===== src/rtl/multadd_result_rx.sv =====
// Receive side of the fixed-latency multiply-add core: tracks issued operands,
// captures P after LATENCY cycles, rounds/saturates and streams results out of a credit-protected FIFO.
module multadd_result_rx #(
  parameter int LATENCY    = 4,
  parameter int P_WIDTH    = 64,
  parameter int OUT_WIDTH  = 32,
  parameter int FRAC_SHIFT = 16,
  parameter int FIFO_DEPTH = 8
) (
  input  logic                        CLK,
  input  logic                        RESETN,
  input  logic                        in_valid,
  output logic                        in_ready,
  input  logic signed [P_WIDTH-1:0]   P,
  output logic signed [OUT_WIDTH-1:0] m_tdata,
  output logic                        m_tvalid,
  input  logic                        m_tready,
  output logic [15:0]                 sat_cnt,
  output logic                        proto_err
);

  localparam int AW = (FIFO_DEPTH > 1) ? $clog2(FIFO_DEPTH) : 1;
  localparam int CW = AW + 1;

  typedef logic signed [P_WIDTH:0] wide_t;
  localparam wide_t ONE_W = wide_t'(1);
  localparam wide_t HALF  = ONE_W <<< (FRAC_SHIFT - 1);
  localparam wide_t RMAX  = (ONE_W <<< (OUT_WIDTH - 1)) - ONE_W;
  localparam wide_t RMIN  = -(ONE_W <<< (OUT_WIDTH - 1));

  // Extra headroom bit keeps the rounding add from wrapping near full scale.
  function automatic wide_t round_shift(input logic signed [P_WIDTH-1:0] p);
    wide_t sum;
    sum = wide_t'(p) + HALF;
    return sum >>> FRAC_SHIFT;
  endfunction

  function automatic logic is_sat(input wide_t r);
    return (r > RMAX) || (r < RMIN);
  endfunction

  function automatic logic signed [OUT_WIDTH-1:0] saturate(input wide_t r);
    if (r > RMAX)      return {1'b0, {(OUT_WIDTH-1){1'b1}}};
    else if (r < RMIN) return {1'b1, {(OUT_WIDTH-1){1'b0}}};
    else               return r[OUT_WIDTH-1:0];
  endfunction

  logic [1:0]                  r_rst_sync;
  logic                        w_rst_n;
  logic [LATENCY-1:0]          r_vld_sr;
  logic [CW-1:0]               r_inflight;
  logic [CW-1:0]               r_count;
  logic [AW-1:0]               r_wr_ptr;
  logic [AW-1:0]               r_rd_ptr;
  logic signed [OUT_WIDTH-1:0] r_mem [FIFO_DEPTH];
  logic signed [OUT_WIDTH-1:0] r_res_p0;
  logic                        r_sat_p0;
  logic                        r_vld_p0;
  logic [15:0]                 r_sat_cnt;
  logic                        r_proto_err;
  logic                        w_issue;
  logic                        w_cap;
  logic                        w_wr;
  logic                        w_pop;
  logic [CW:0]                 w_credit;
  wide_t                       w_r;

  always_ff @(posedge CLK or negedge RESETN) begin
    if (!RESETN) r_rst_sync <= 2'b00;
    else         r_rst_sync <= {r_rst_sync[0], 1'b1};
  end
  assign w_rst_n = r_rst_sync[1];

  assign w_credit = {1'b0, r_count} + {1'b0, r_inflight};
  assign in_ready = w_credit < (CW+1)'(FIFO_DEPTH);
  assign w_issue  = in_valid & in_ready;
  assign w_cap    = r_vld_sr[LATENCY-1];
  assign w_wr     = r_vld_p0;
  assign m_tvalid = (r_count != '0);
  assign w_pop    = m_tvalid & m_tready;
  assign w_r      = round_shift(P);

  always_ff @(posedge CLK or negedge w_rst_n) begin
    if (!w_rst_n) begin
      r_vld_sr    <= '0;
      r_vld_p0    <= 1'b0;
      r_inflight  <= '0;
      r_count     <= '0;
      r_wr_ptr    <= '0;
      r_rd_ptr    <= '0;
      r_sat_cnt   <= '0;
      r_proto_err <= 1'b0;
    end else begin
      r_vld_sr   <= LATENCY'({r_vld_sr, w_issue});
      r_vld_p0   <= w_cap;
      // Inflight covers the shift register plus the rounding stage, so it drops on the write.
      r_inflight <= r_inflight + CW'(w_issue) - CW'(w_wr);
      r_count    <= r_count + CW'(w_wr) - CW'(w_pop);
      if (w_wr)  r_wr_ptr <= r_wr_ptr + AW'(1);
      if (w_pop) r_rd_ptr <= r_rd_ptr + AW'(1);
      if (w_wr && r_sat_p0 && (r_sat_cnt != 16'hFFFF)) r_sat_cnt <= r_sat_cnt + 16'd1;
      if (in_valid && !in_ready) r_proto_err <= 1'b1;
    end
  end

  // Stage p0: round, shift and saturate the captured P
  always_ff @(posedge CLK) begin
    if (w_cap) begin
      r_res_p0 <= saturate(w_r);
      r_sat_p0 <= is_sat(w_r);
    end
  end

  // FIFO write one cycle after capture
  always_ff @(posedge CLK) begin
    if (w_wr) r_mem[r_wr_ptr] <= r_res_p0;
  end

  assign m_tdata   = m_tvalid ? r_mem[r_rd_ptr] : '0;
  assign sat_cnt   = r_sat_cnt;
  assign proto_err = r_proto_err;

endmodule


===== config.mk =====
export PLATFORM = sky130hd
export DESIGN_NAME = multadd_result_rx
export DESIGN_NICKNAME = d
export VERILOG_FILES = /design/src/rtl/multadd_result_rx.sv
export SDC_FILE = /design/constraint.sdc
export NUM_CORES = 1
export LEC_CHECK = 0
export ABC_AREA = 0
export CAP_MARGIN = 10
export CELL_PAD_IN_SITES_DETAIL_PLACEMENT = 1
export CELL_PAD_IN_SITES_GLOBAL_PLACEMENT = 1
export CORE_MARGIN = 8
export CORE_UTILIZATION = 25
export CTS_BUF_LIST = sky130_fd_sc_hd__clkbuf_2 sky130_fd_sc_hd__clkbuf_4 sky130_fd_sc_hd__clkbuf_8
export DETAILED_ROUTE_END_ITERATION = 7
export PLACE_DENSITY_LB_ADDON = 0.3
export SLEW_MARGIN = 10
export SYNTH_ARGS = -nofsm -noshare
export SYNTH_HDL_FRONTEND = slang
export SYNTH_SLANG_ARGS = --single-unit

===== constraint.sdc =====
create_clock -name CLK -period 2.8 [get_ports CLK]
set_input_delay 0.42 -clock CLK [delete_from_list [all_inputs] [get_ports CLK]]
set_output_delay 0.42 -clock CLK [all_outputs]
set_load 0.05 [all_outputs]

==> implementation parameters, run 1 <==
Parameter                              Value

Floorplanning
  Die Area    between 60000 and 70000 µm²
  Standard-cell rows    87
  Effective utilization at floorplan    0.2519
  Die Span X    around 250 µm
  Die boundary height    254.1 µm
  Standard cell core area    56280 µm²
  I/O pin total    119

Global routing
  Leftover overflow at the end of global routing    0
  Via count of the first global-routing pass    9125
  Global-route wire length before repair    ~57 mm
  Largest net degree at the start of global routing    35
  Combined global-route utilization of all metal layers    0.1154
  Initial antenna violation count    1

CTS
  CTS tree    done
  Maximum root-to-sink buffer count    3
  Total clock buffers created by CTS    53
  Number of H-tree branching levels    2
  # clock sinks    between 300 and 400
  Clock transition at the register clock pins on the worst setup and hold paths after CTS    0.07 ns
  Root Buffer    sky130_fd_sc_hd__clkbuf_8
  Clk_lat worst skew    0.59 ns

Worst setup path
  Cell seen most often among critical-path stages    sky130_fd_sc_hd__buf_6
  Worst stage delay on the critical path    just under 0.5 ns
  WP data required    2.38 ns
  Setup crit end kind    output pin
  Worst-path cell with the longest stage delay    sky130_fd_sc_hd__dfrtp_4
  Chain of cells forming the critical path    buf_12, buf_6, mux4_2, mux2i_1, nor2_1, buf_6
  Classification of the worst setup path    flip-flop to output pin
  Origin of the worst setup path    r_rd_ptr[0]
  Critical path peak fanout    6
  Worst R2R Start    r_inflight[1]
  Kind of start point of the critical path    flip-flop
  Arrival time of data at the critical path endpoint    ~2.4 ns

Place
  Number of instances in the placed design    between 1500 and 2000
  DP HPWL    between 20 and 25 mm
  RePlAce Congestion    a little over 0.8
  Number of I/O port buffers    103

Routing
  Number of nets still failing antenna checks after routing    0
  Via Count    about 8300
  Number of design rule violations left after detail routing    0
  Metal-1 WL    17.30 mm
  Via density    approximately 4.4
  Wire length on met3    between 1 and 1.5 mm
  Iteration-0 DRC count of the detailed router    ~380
  Routed wire length    approximately 38 mm
  Detailed-routed wire length on met2    between 15 and 20 mm
  Total iterations of the first detailed-routing run    6
  WL per Instance    just under 20 µm
  Top sig layer    met4

STA
  Unrepaired setup endpoints after global routing    yes
  Final clock period utilization by the worst path    0.9935
  Number of pins exceeding their max-slew limit in the final report    0
  Endpoints failing hold    0
  Post-layout min period    about 2.8 ns
  Final-report setup violation count    0
  FMAX    between 300 and 400 MHz
  Worst Tran Pin Value    roughly 0.84 ns
  Worst slew margin relative to its limit    0.4427
  Fin Clk Skew    about 0.022 ns
  Worst hold-check slack    between 0.3 and 0.4 ns

Worst hold path
  Worst min path class    flip-flop to asynchronous set/reset pin

Yosys
  Top cells by area, synth    sky130_fd_sc_hd__edfxtp_1 61%, sky130_fd_sc_hd__mux4_2 10%, sky130_fd_sc_hd__dfrtp_1 6.7%
  Proportion of register bits with asynchronous set or reset after synthesis    0.1162
  Flop and latch count out of synthesis    around 330
  Number of distinct library cell variants in the gate-level netlist after synthesis    67
  Post-synthesis average cell area    17.10 µm²
  Count of flip-flops with a built-in enable after synthesis    289
  Count of synthesis-stage warnings from yosys    0
  Area of the mapped netlist    14180 µm²
  Fraction of post-synthesis cell area in the top cell type by area    0.6121
  Sequential fraction of the synthesis area    0.6792
  Synthesized netlist cell count    just over 800
  Cell accounting for the most synthesized area    sky130_fd_sc_hd__edfxtp_1
  Ys flop type    sky130_fd_sc_hd__edfxtp_1
  Synthesized netlist net count    around 920

Power
  Power density over cell area    916.0 nW/µm²
  Max rail drop VDD    roughly 0.52 mV
  Leakage power figure    ~6.6 nW
  Total power draw    around 17 mW

Final layout
  Leading cell type in the layout, fill and taps excluded    sky130_fd_sc_hd__edfxtp_1
  Final cell count without fillers    1907
  Area growth from synthesis to layout    33.55%
  Ratio of cells with drive above 1 in the final layout    0.3948
  Nets    1200
  Highest-count cells in the layout ignoring fill and taps    289 x sky130_fd_sc_hd__edfxtp_1, 140 x sky130_fd_sc_hd__buf_4, 64 x sky130_fd_sc_hd__mux4_2

Run
  Reported max-cap violation count    0

Status
  Outcome    completed
[where the power goes]
group | internal, mW | switching, mW | total, mW
clock | 2.24 | 1.84 | 4.08
sequential | 5.87 | 0.329 | 6.20
combinational | 3.00 | 4.06 | 7.07
total | 11.1 | 6.23 | 17.3
[flip-flops by register name, indices dropped and copies added, names as in the netlist]
| signal | flops |
|---|---|
| r_count | 4 |
| r_wr_ptr | 3 |
| r_vld_sr | 4 |
| proto_err | 1 |
| r_inflight | 4 |
| r_res_p0 | 32 |
| r_sat_p0 | 1 |
| sat_cnt | 16 |
| r_rd_ptr | 3 |
| r_vld_p0 | 1 |
| r_rst_sync | 2 |
| r_mem | 256 |
[worst paths after layout]
check	to	slack [ns]	cells after the start
setup / recovery	m_tdata[19]	0.02	6
hold / removal	r_inflight[2]	0.34	0
setup reg to reg	r_inflight[2]	0.16	10
hold reg to reg	r_inflight[2]	0.34	0
max in group asynchronous	sat_cnt[0]	1.69	1
min in group CLK	r_res_p0[0]	0.35	4
[synthesized netlist by cell type, drive strengths merged (2+ instances only)]
| library cell | n |
|---|---|
| mux2i | 34 |
| xor2 | 28 |
| o31ai | 3 |
| xnor2 | 35 |
| o21ai | 32 |
| and4 | 9 |
| nand2 | 34 |
| or3 | 2 |
| mux4 | 64 |
| inv | 22 |
| nand4b | 2 |
| nand3 | 24 |
| a21oi | 5 |
| nand2b | 5 |
| a311oi | 2 |
| ha | 16 |
| edfxtp | 289 |
| a21o | 4 |
| buf | 16 |
| nor3 | 12 |
| and2 | 5 |
| nor4 | 10 |
| and3 | 12 |
| mux2 | 4 |
| nor2 | 58 |
| and4bb | 2 |
| or4 | 3 |
| fa | 2 |
| dfrtp | 38 |
| nand4 | 23 |
| clkbuf | 20 |
[stage by stage]
stage / worst slack, ns / cell area (µm²) / util / TNS [ns]
2_1_floorplan: -0.1983 / 14210 / - / -0.4867
3_3_place_gp: -0.9161 / 17170 / 0.3051 / -28.86
3_5_place_dp: -0.9916 / 17170 / 0.3051 / -31.07
4_1_cts: -0.08117 / 18670 / 0.3318 / -1.175
5_1_grt: -0.07927 / 18930 / 0.3364 / -1.092
6_report: 0.01812 / 18930 / 0.3364 / 0
[worst max-delay path: cells and delay by family, from the launching register on]
kind	cells	cell delay (ns)
buffers and inverters	3	0.55
muxes	2	0.38
DFF	1	0.49
and+or+nand+nor	1	0.36
[routing by layer]
metal / track usage / vias to the layer above
met4: 0.02942 / 0
met2: 0.1953 / 156
met5: 0 / -
li1: - / 3819
met1: 0.1530 / 4267
met3: 0.01946 / 56
[area by class of cell]
class	count	area, µm²
Clock buffer	73	892.1
Timing Repair Buffer	266	2656
Sequential cell	327	9637
Fill cell	5869	37340
Tap cell	756	945.9
Inverter	22	82.58
Antenna cell	1	2.502
Clock inverter	18	150.1
Multi-Input combinational cell	444	4568
[repair_timing]
item / in CTS / in global routing
pin swaps: 34 / 11
setup endpoints to repair: 62 / 66
cloned: 6 / 3
resized for setup: 107 / 36
hold endpoints to repair: 2 / 0
hold buffers: 1 / 0
setup buffers: 15 / 5
[kinds of logic (layout without fill, tap and decap cells)]
kind of cell / after synthesis / count (layout) / share of synthesized area
other cells: 1 / 2 / 0.0002645
buf+inv: 58 / 379 / 0.01897
simple gates: 204 / 204 / 0.08234
xor+xnor: 63 / 63 / 0.03892
mux: 102 / 102 / 0.1288
fa+ha+maj: 18 / 18 / 0.01694
flops: 327 / 327 / 0.6792
compound gates: 56 / 56 / 0.03451
Power figures use the tool's default switching activity.
==> run 2: changes to the inputs <==
--- a/config.mk
+++ b/config.mk
@@ -10,7 +10,7 @@
 export CELL_PAD_IN_SITES_DETAIL_PLACEMENT = 1
 export CELL_PAD_IN_SITES_GLOBAL_PLACEMENT = 1
 export CORE_MARGIN = 8
-export CORE_UTILIZATION = 25
+export CORE_UTILIZATION = 45
 export CTS_BUF_LIST = sky130_fd_sc_hd__clkbuf_2 sky130_fd_sc_hd__clkbuf_4 sky130_fd_sc_hd__clkbuf_8
 export DETAILED_ROUTE_END_ITERATION = 7
 export PLACE_DENSITY_LB_ADDON = 0.3
==> run 2 against run 1 <==
Flip-flop and latch count is the same. Worst setup slack worse by 0.017 ns. Design area is 2.2% lower. First-iteration DRC count grew 37%. Maximum frequency decreased by 0.61%. Power is 2.3% higher. Critical path type unchanged.
==> implementation parameters, run 2 (synthesis results as in run 1) <==
Parameter                              Value

Status
  Outcome    completed

Power
  Max rail drop VDD    0.4896 mV
  Power density over cell area    about 960 nW/µm²
  Total power draw    ~18 mW
  Leakage power figure    6.698 nW

Global routing
  Global-route wire length before repair    roughly 57 mm
  Largest net degree at the start of global routing    35
  Combined global-route utilization of all metal layers    0.1941
  Leftover overflow at the end of global routing    0
  Via count of the first global-routing pass    9534
  Initial antenna violation count    0

Worst setup path
  Chain of cells forming the critical path    buf_12, buf_12, mux4_2, mux2i_2, nor2_1, buf_6
  Critical path peak fanout    8
  Origin of the worst setup path    r_rd_ptr[0]
  Worst R2R Start    r_inflight[1]
  Classification of the worst setup path    flip-flop to output pin
  Kind of start point of the critical path    flip-flop
  Worst stage delay on the critical path    roughly 0.52 ns
  End of the worst register-to-register path    r_inflight[1]
  WP data required    ~2.4 ns
  Arrival time of data at the critical path endpoint    2.38 ns
  Cell seen most often among critical-path stages    sky130_fd_sc_hd__buf_12
  Number of cells on the worst reg-to-reg path    10
  Setup crit end kind    output pin
  Worst-path cell with the longest stage delay    sky130_fd_sc_hd__dfrtp_4
  Reg-to-reg slack, setup    around 0.06 ns

Floorplanning
  Die Area    between 30000 and 40000 µm²
  Effective utilization at floorplan    0.4528
  Die Span X    193.5 µm
  Standard-cell rows    65
  Standard cell core area    about 31000 µm²
  I/O pin total    119
  Die boundary height    193.5 µm

Worst hold path
  Worst min path class    flip-flop to flip-flop
  Number of cells on the worst hold path    0
  Hold worst-path end    r_rst_sync[1]
  Beginning of the worst hold path    r_rst_sync[0]

Routing
  Detailed-routed wire length on met2    19.78 mm
  Via density    5.536
  Iteration-0 DRC count of the detailed router    around 520
  Routed wire length    38.22 mm
  Top sig layer    met4
  Metal-1 WL    ~16 mm
  Wire length on met3    roughly 1.5 mm
  Number of design rule violations left after detail routing    0
  Number of nets still failing antenna checks after routing    0
  WL per Instance    approximately 24 µm
  Via Count    roughly 8700
  Total iterations of the first detailed-routing run    5

CTS
  Clk_lat worst skew    around 0.58 ns
  CTS tree    done
  # clock sinks    roughly 330
  Number of H-tree branching levels    2
  Clock transition at the register clock pins on the worst setup and hold paths after CTS    ~0.060 ns
  Total clock buffers created by CTS    52
  Maximum root-to-sink buffer count    3
  Root Buffer    sky130_fd_sc_hd__clkbuf_8

STA
  Final-report setup violation count    0
  Post-layout min period    ~2.8 ns
  FMAX    357.3 MHz
  Number of pins exceeding their max-slew limit in the final report    0
  Fin Clk Skew    between 0.03 and 0.04 ns
  Worst slew margin relative to its limit    0.4285
  Worst-case setup margin in the final layout    between 0.0009 and 0.001 ns
  Final clock period utilization by the worst path    0.9997
  Unrepaired setup endpoints after global routing    yes
  Worst Tran Pin Value    between 0.8 and 0.9 ns
  Endpoints failing hold    0

Place
  Dpl cell area    16600 µm²
  RePlAce Congestion    roughly 0.86
  DP HPWL    roughly 24 mm
  Number of I/O port buffers    103
  Worst slack at placement    -0.9018 ns

Final layout
  Flip-flop count of the largest register after layout    256
  Summed area of non-filler cells in the final layout    18520 µm²
  Ratio of cells with drive above 1 in the final layout    0.3997
  Leading cell type in the layout, fill and taps excluded    sky130_fd_sc_hd__edfxtp_1
  Filler cells    2875
  Highest-count cells in the layout ignoring fill and taps    289 x sky130_fd_sc_hd__edfxtp_1, 148 x sky130_fd_sc_hd__buf_4, 64 x sky130_fd_sc_hd__mux4_2
  Antenna cells    0
  Nets    roughly 1200
  Biggest register    r_mem
  Area growth from synthesis to layout    30.62%

Run
  Reported max-cap violation count    0
==> run 2: worst max-delay path, delay by kind of cell, from the launching register on <==
kind	cells	cell delay, ns
buffers and inverters	3	0.47
AND/OR/NAND/NOR	1	0.10
flip-flops	1	0.52
multiplexers	2	0.71
==> run 2: per-layer routing <==
| layer | GRT usage | vias to the layer above |
|---|---|---|
| met1 | 0.2459 | 4529 |
| met2 | 0.3470 | 222 |
| met3 | 0.02846 | 59 |
| li1 | - | 3842 |
| met5 | 0 | - |
| met4 | 0.04732 | 0 |
==> run 2: power breakdown <==
group	internal [mW]	leakage, nW	switching, mW
Clock	2.21	0.539	1.83
Combinational	3.29	3.08	4.07
Sequential	5.87	3.08	0.470
Total	11.4	6.70	6.37
==> run 2: worst max-delay path by stage <==
stage               endpoint  slack, ns
6_report         m_tdata[20]      0.001
5_1_grt          m_tdata[15]      -0.08
4_1_cts          m_tdata[11]      -0.05
3_5_place_dp    r_res_p0[18]      -0.90
3_3_place_gp    r_res_p0[23]      -0.75
2_1_floorplan  r_inflight[2]      -0.20
==> run 2: final cells by class <==
type	count	area, µm²	share of cell area
clock buffer	73	879.6	0.04750
clock inverter	18	140.1	0.007568
inverter	22	82.58	0.004459
multi-input combinational	444	4589	0.2478
sequential	327	9639	0.5205
tap	402	503.0	0.02716
timing repair buffer	277	2684	0.1449
==> run 2: what timing repair did <==
item | 4_1_cts | 5_1_grt
setup buffers | 14 | 19
setup endpoints to repair | 61 | 66
pin swaps | 18 | 32
hold endpoints to repair | 2 | 0
hold buffers | 1 | 0
gates cloned | 5 | 5
resized for setup | 91 | 48
==> run 2: metrics by stage <==
step	utilization	cells	hold WS [ns]	TNS, ns
finish	0.5914	1563	0.3415	0
global route	0.5914	1563	0.3434	-2.427
CTS	0.5766	1540	0.3355	-0.3737
detailed placement	0.5301	1429	0.3373	-28.04
global placement	0.5301	1429	0.3347	-23.07
floorplan	-	829	0.1244	-0.4867
==> run 3: changes to the inputs <==
--- a/config.mk
+++ b/config.mk
@@ -14,6 +14,7 @@
 export CTS_BUF_LIST = sky130_fd_sc_hd__clkbuf_2 sky130_fd_sc_hd__clkbuf_4 sky130_fd_sc_hd__clkbuf_8
 export DETAILED_ROUTE_END_ITERATION = 7
 export PLACE_DENSITY_LB_ADDON = 0.3
+export RECOVER_POWER = 100
 export SLEW_MARGIN = 10
 export SYNTH_ARGS = -nofsm -noshare
 export SYNTH_HDL_FRONTEND = slang
==> run 3 against run 2 <==
Highest routed layer unchanged. Non-clock buffer count unchanged. Clock power about the same. Register-to-register slack got worse by 0.03 ns. Via count decreased by 0.51%. Largest cell class unchanged. Critical path depth unchanged. Count of clock-buffer cells in the layout unchanged. Maximum frequency decreased by 0.20%. The flow now finishes with violations (max-capacitance violations, max-slew violations, negative setup slack). Sequential power about the same. Die area unchanged.
==> implementation parameters, run 3 (synthesis results as in run 1) <==
Parameter                              Value

Worst setup path
  Kind of start point of the critical path    flip-flop
  Arrival time of data at the critical path endpoint    2.38 ns
  Critical path peak fanout    8
  Setup crit end kind    output pin
  WP data required    2.38 ns
  Classification of the worst setup path    flip-flop to output pin

STA
  FMAX    about 360 MHz
  Final clock period utilization by the worst path    1.002
  Fin Clk Skew    between 0.03 and 0.04 ns
  Number of pins exceeding their max-slew limit in the final report    35
  Setup TNS Final    -0.006822 ns
  Unrepaired setup endpoints after global routing    yes
  Post-layout min period    2.805 ns
  Final-report setup violation count    3
  Endpoints failing hold    0
  Worst hold-check slack    between 0.3 and 0.4 ns
  Worst-case setup margin in the final layout    -0.004643 ns
  Worst slew margin relative to its limit    -0.4185
  Worst Tran Pin Value    between 2 and 2.5 ns

Worst hold path
  Worst min path class    flip-flop to flip-flop

Status
  Outcome    finished with violations
  Failing checks    max-capacitance violations, max-slew violations, negative setup slack

Global routing
  Combined global-route utilization of all metal layers    0.1941
  Via count of the first global-routing pass    between 9000 and 10000
  Largest net degree at the start of global routing    35
  Global-route wire length before repair    around 57 mm
  Initial antenna violation count    0
  Leftover overflow at the end of global routing    0

Run
  Reported max-cap violation count    1

Power
  Cell-internal power    approximately 11 mW
  Sequential share of power    0.359
  Relative contribution of combinational cells to total power    0.413
  Sw Share    0.3590
  Proportion of power drawn by the clock network    0.228
  Total power draw    17.66 mW
  Net switching power    roughly 6.3 mW
  Power density over cell area    958.4 nW/µm²
  Max rail drop VDD    ~0.5 mV
  Leakage power figure    roughly 6.7 nW

Place
  Worst slack at placement    -0.9018 ns
  RePlAce Congestion    0.8640
  Number of instances in the placed design    ~1400
  Dpl cell area    between 15000 and 20000 µm²
  Number of I/O port buffers    about 100
  DP HPWL    around 24 mm

Routing
  Routed wire length    38.12 mm
  Number of nets still failing antenna checks after routing    0
  Iteration-0 DRC count of the detailed router    about 530
  Number of design rule violations left after detail routing    0
  Via Count    approximately 8600
  WL per Instance    around 24 µm
  Via density    5.507
  Total iterations of the first detailed-routing run    4

Final layout
  Leading cell type in the layout, fill and taps excluded    sky130_fd_sc_hd__edfxtp_1
  Biggest register    r_mem
  Layout Utilization    0.5885
  Summed area of non-filler cells in the final layout    about 18000 µm²
  Flip-flop count of the largest register after layout    around 260
  Antenna cells    0
  Filler cells    2887
  Highest-count cells in the layout ignoring fill and taps    289 x sky130_fd_sc_hd__edfxtp_1, 133 x sky130_fd_sc_hd__buf_4, 64 x sky130_fd_sc_hd__mux4_2
  Final cell count without fillers    1563
  Ratio of cells with drive above 1 in the final layout    0.3910
  Nets    roughly 1200
  Area growth from synthesis to layout    29.96%

Floorplanning
  Die Span X    193.5 µm
  Die boundary height    roughly 190 µm
  Effective utilization at floorplan    0.4528
  I/O pin total    119
  Die Area    between 30000 and 40000 µm²
  Standard cell core area    ~31000 µm²
  Standard-cell rows    65

CTS
  Clock transition at the register clock pins on the worst setup and hold paths after CTS    roughly 0.060 ns
  Maximum root-to-sink buffer count    3
  Total clock buffers created by CTS    52
  Clk_lat worst skew    between 0.5 and 0.6 ns
  Root Buffer    sky130_fd_sc_hd__clkbuf_8
  CTS tree    done
  Number of H-tree branching levels    2
  # clock sinks    around 330
## run 3: cell count changes in the layout (fill, tap and decap cells not counted), moves of 2 or more
cell	change
sky130_fd_sc_hd__clkdlybuf4s50_1	-18
sky130_fd_sc_hd__dlygate4sd3_1	+18
sky130_fd_sc_hd__buf_4	-15
sky130_fd_sc_hd__clkbuf_2	+8
sky130_fd_sc_hd__clkbuf_1	+5
sky130_fd_sc_hd__buf_12	-2
sky130_fd_sc_hd__buf_6	+2
## run 3: worst paths after layout
path                               start       endpoint  slack [ns]  cells past startpoint
min reg2reg                r_rst_sync[0]  r_rst_sync[1]        0.34                      0
max reg2reg                r_inflight[1]  r_inflight[1]        0.03                     10
max in group asynchronous  r_rst_sync[1]      proto_err        1.49                      1
min                        r_rst_sync[0]  r_rst_sync[1]        0.34                      0
max                          r_rd_ptr[0]    m_tdata[11]      -0.005                      6
min in group asynchronous  r_rst_sync[1]    sat_cnt[15]        0.36                      0
## run 3: power by group through the flow
stage          sequential (mW)  combinational [mW]  clock, mW
3_3_place_gp              6.38                6.02          0
5_1_grt                   6.38                7.71       4.29
6_report                  6.33                7.30       4.03
2_1_floorplan             6.28                4.21          0
4_1_cts                   6.34                6.85       4.08
3_5_place_dp              6.43                6.19          0
## run 3: timing repair
item                                   CTS  global route
cloned                                   5             5
pin swaps                               18            32
setup endpoints to repair               61            66
buffers inserted                        14            19
endpoints found under the hold margin    2             0
resized for setup                       91            48
hold buffers                             1             0
## run 3: worst max-delay path, stage by stage (launching register included)
cell                      delay [ns]
sky130_fd_sc_hd__dfrtp_4        0.53
sky130_fd_sc_hd__buf_12         0.18
sky130_fd_sc_hd__buf_12         0.15
sky130_fd_sc_hd__mux4_2         0.51
sky130_fd_sc_hd__mux2i_2        0.20
sky130_fd_sc_hd__nor2_1         0.08
sky130_fd_sc_hd__buf_6          0.17
## run 3: layout make-up
class	instances	area (µm²)	share of cell area
Clock buffer	73	879.6	0.04774
Clock inverter	18	140.1	0.007606
Inverter	22	82.58	0.004482
Multi-Input combinational cell	444	4557	0.2473
Sequential cell	327	9638	0.5231
Tap cell	402	503.0	0.02730
Timing Repair Buffer	277	2625	0.1425
## run 3: per-layer routing
| metal | up-vias | share of wire | global-route usage |
|---|---|---|---|
| met1 | 4470 | 0.42 | 0.2459 |
| met4 | 0 | 0.024 | 0.04732 |
| met2 | 232 | 0.52 | 0.3470 |
| met5 | - | 0 | 0 |
| met3 | 60 | 0.040 | 0.02846 |
| li1 | 3846 | - | - |
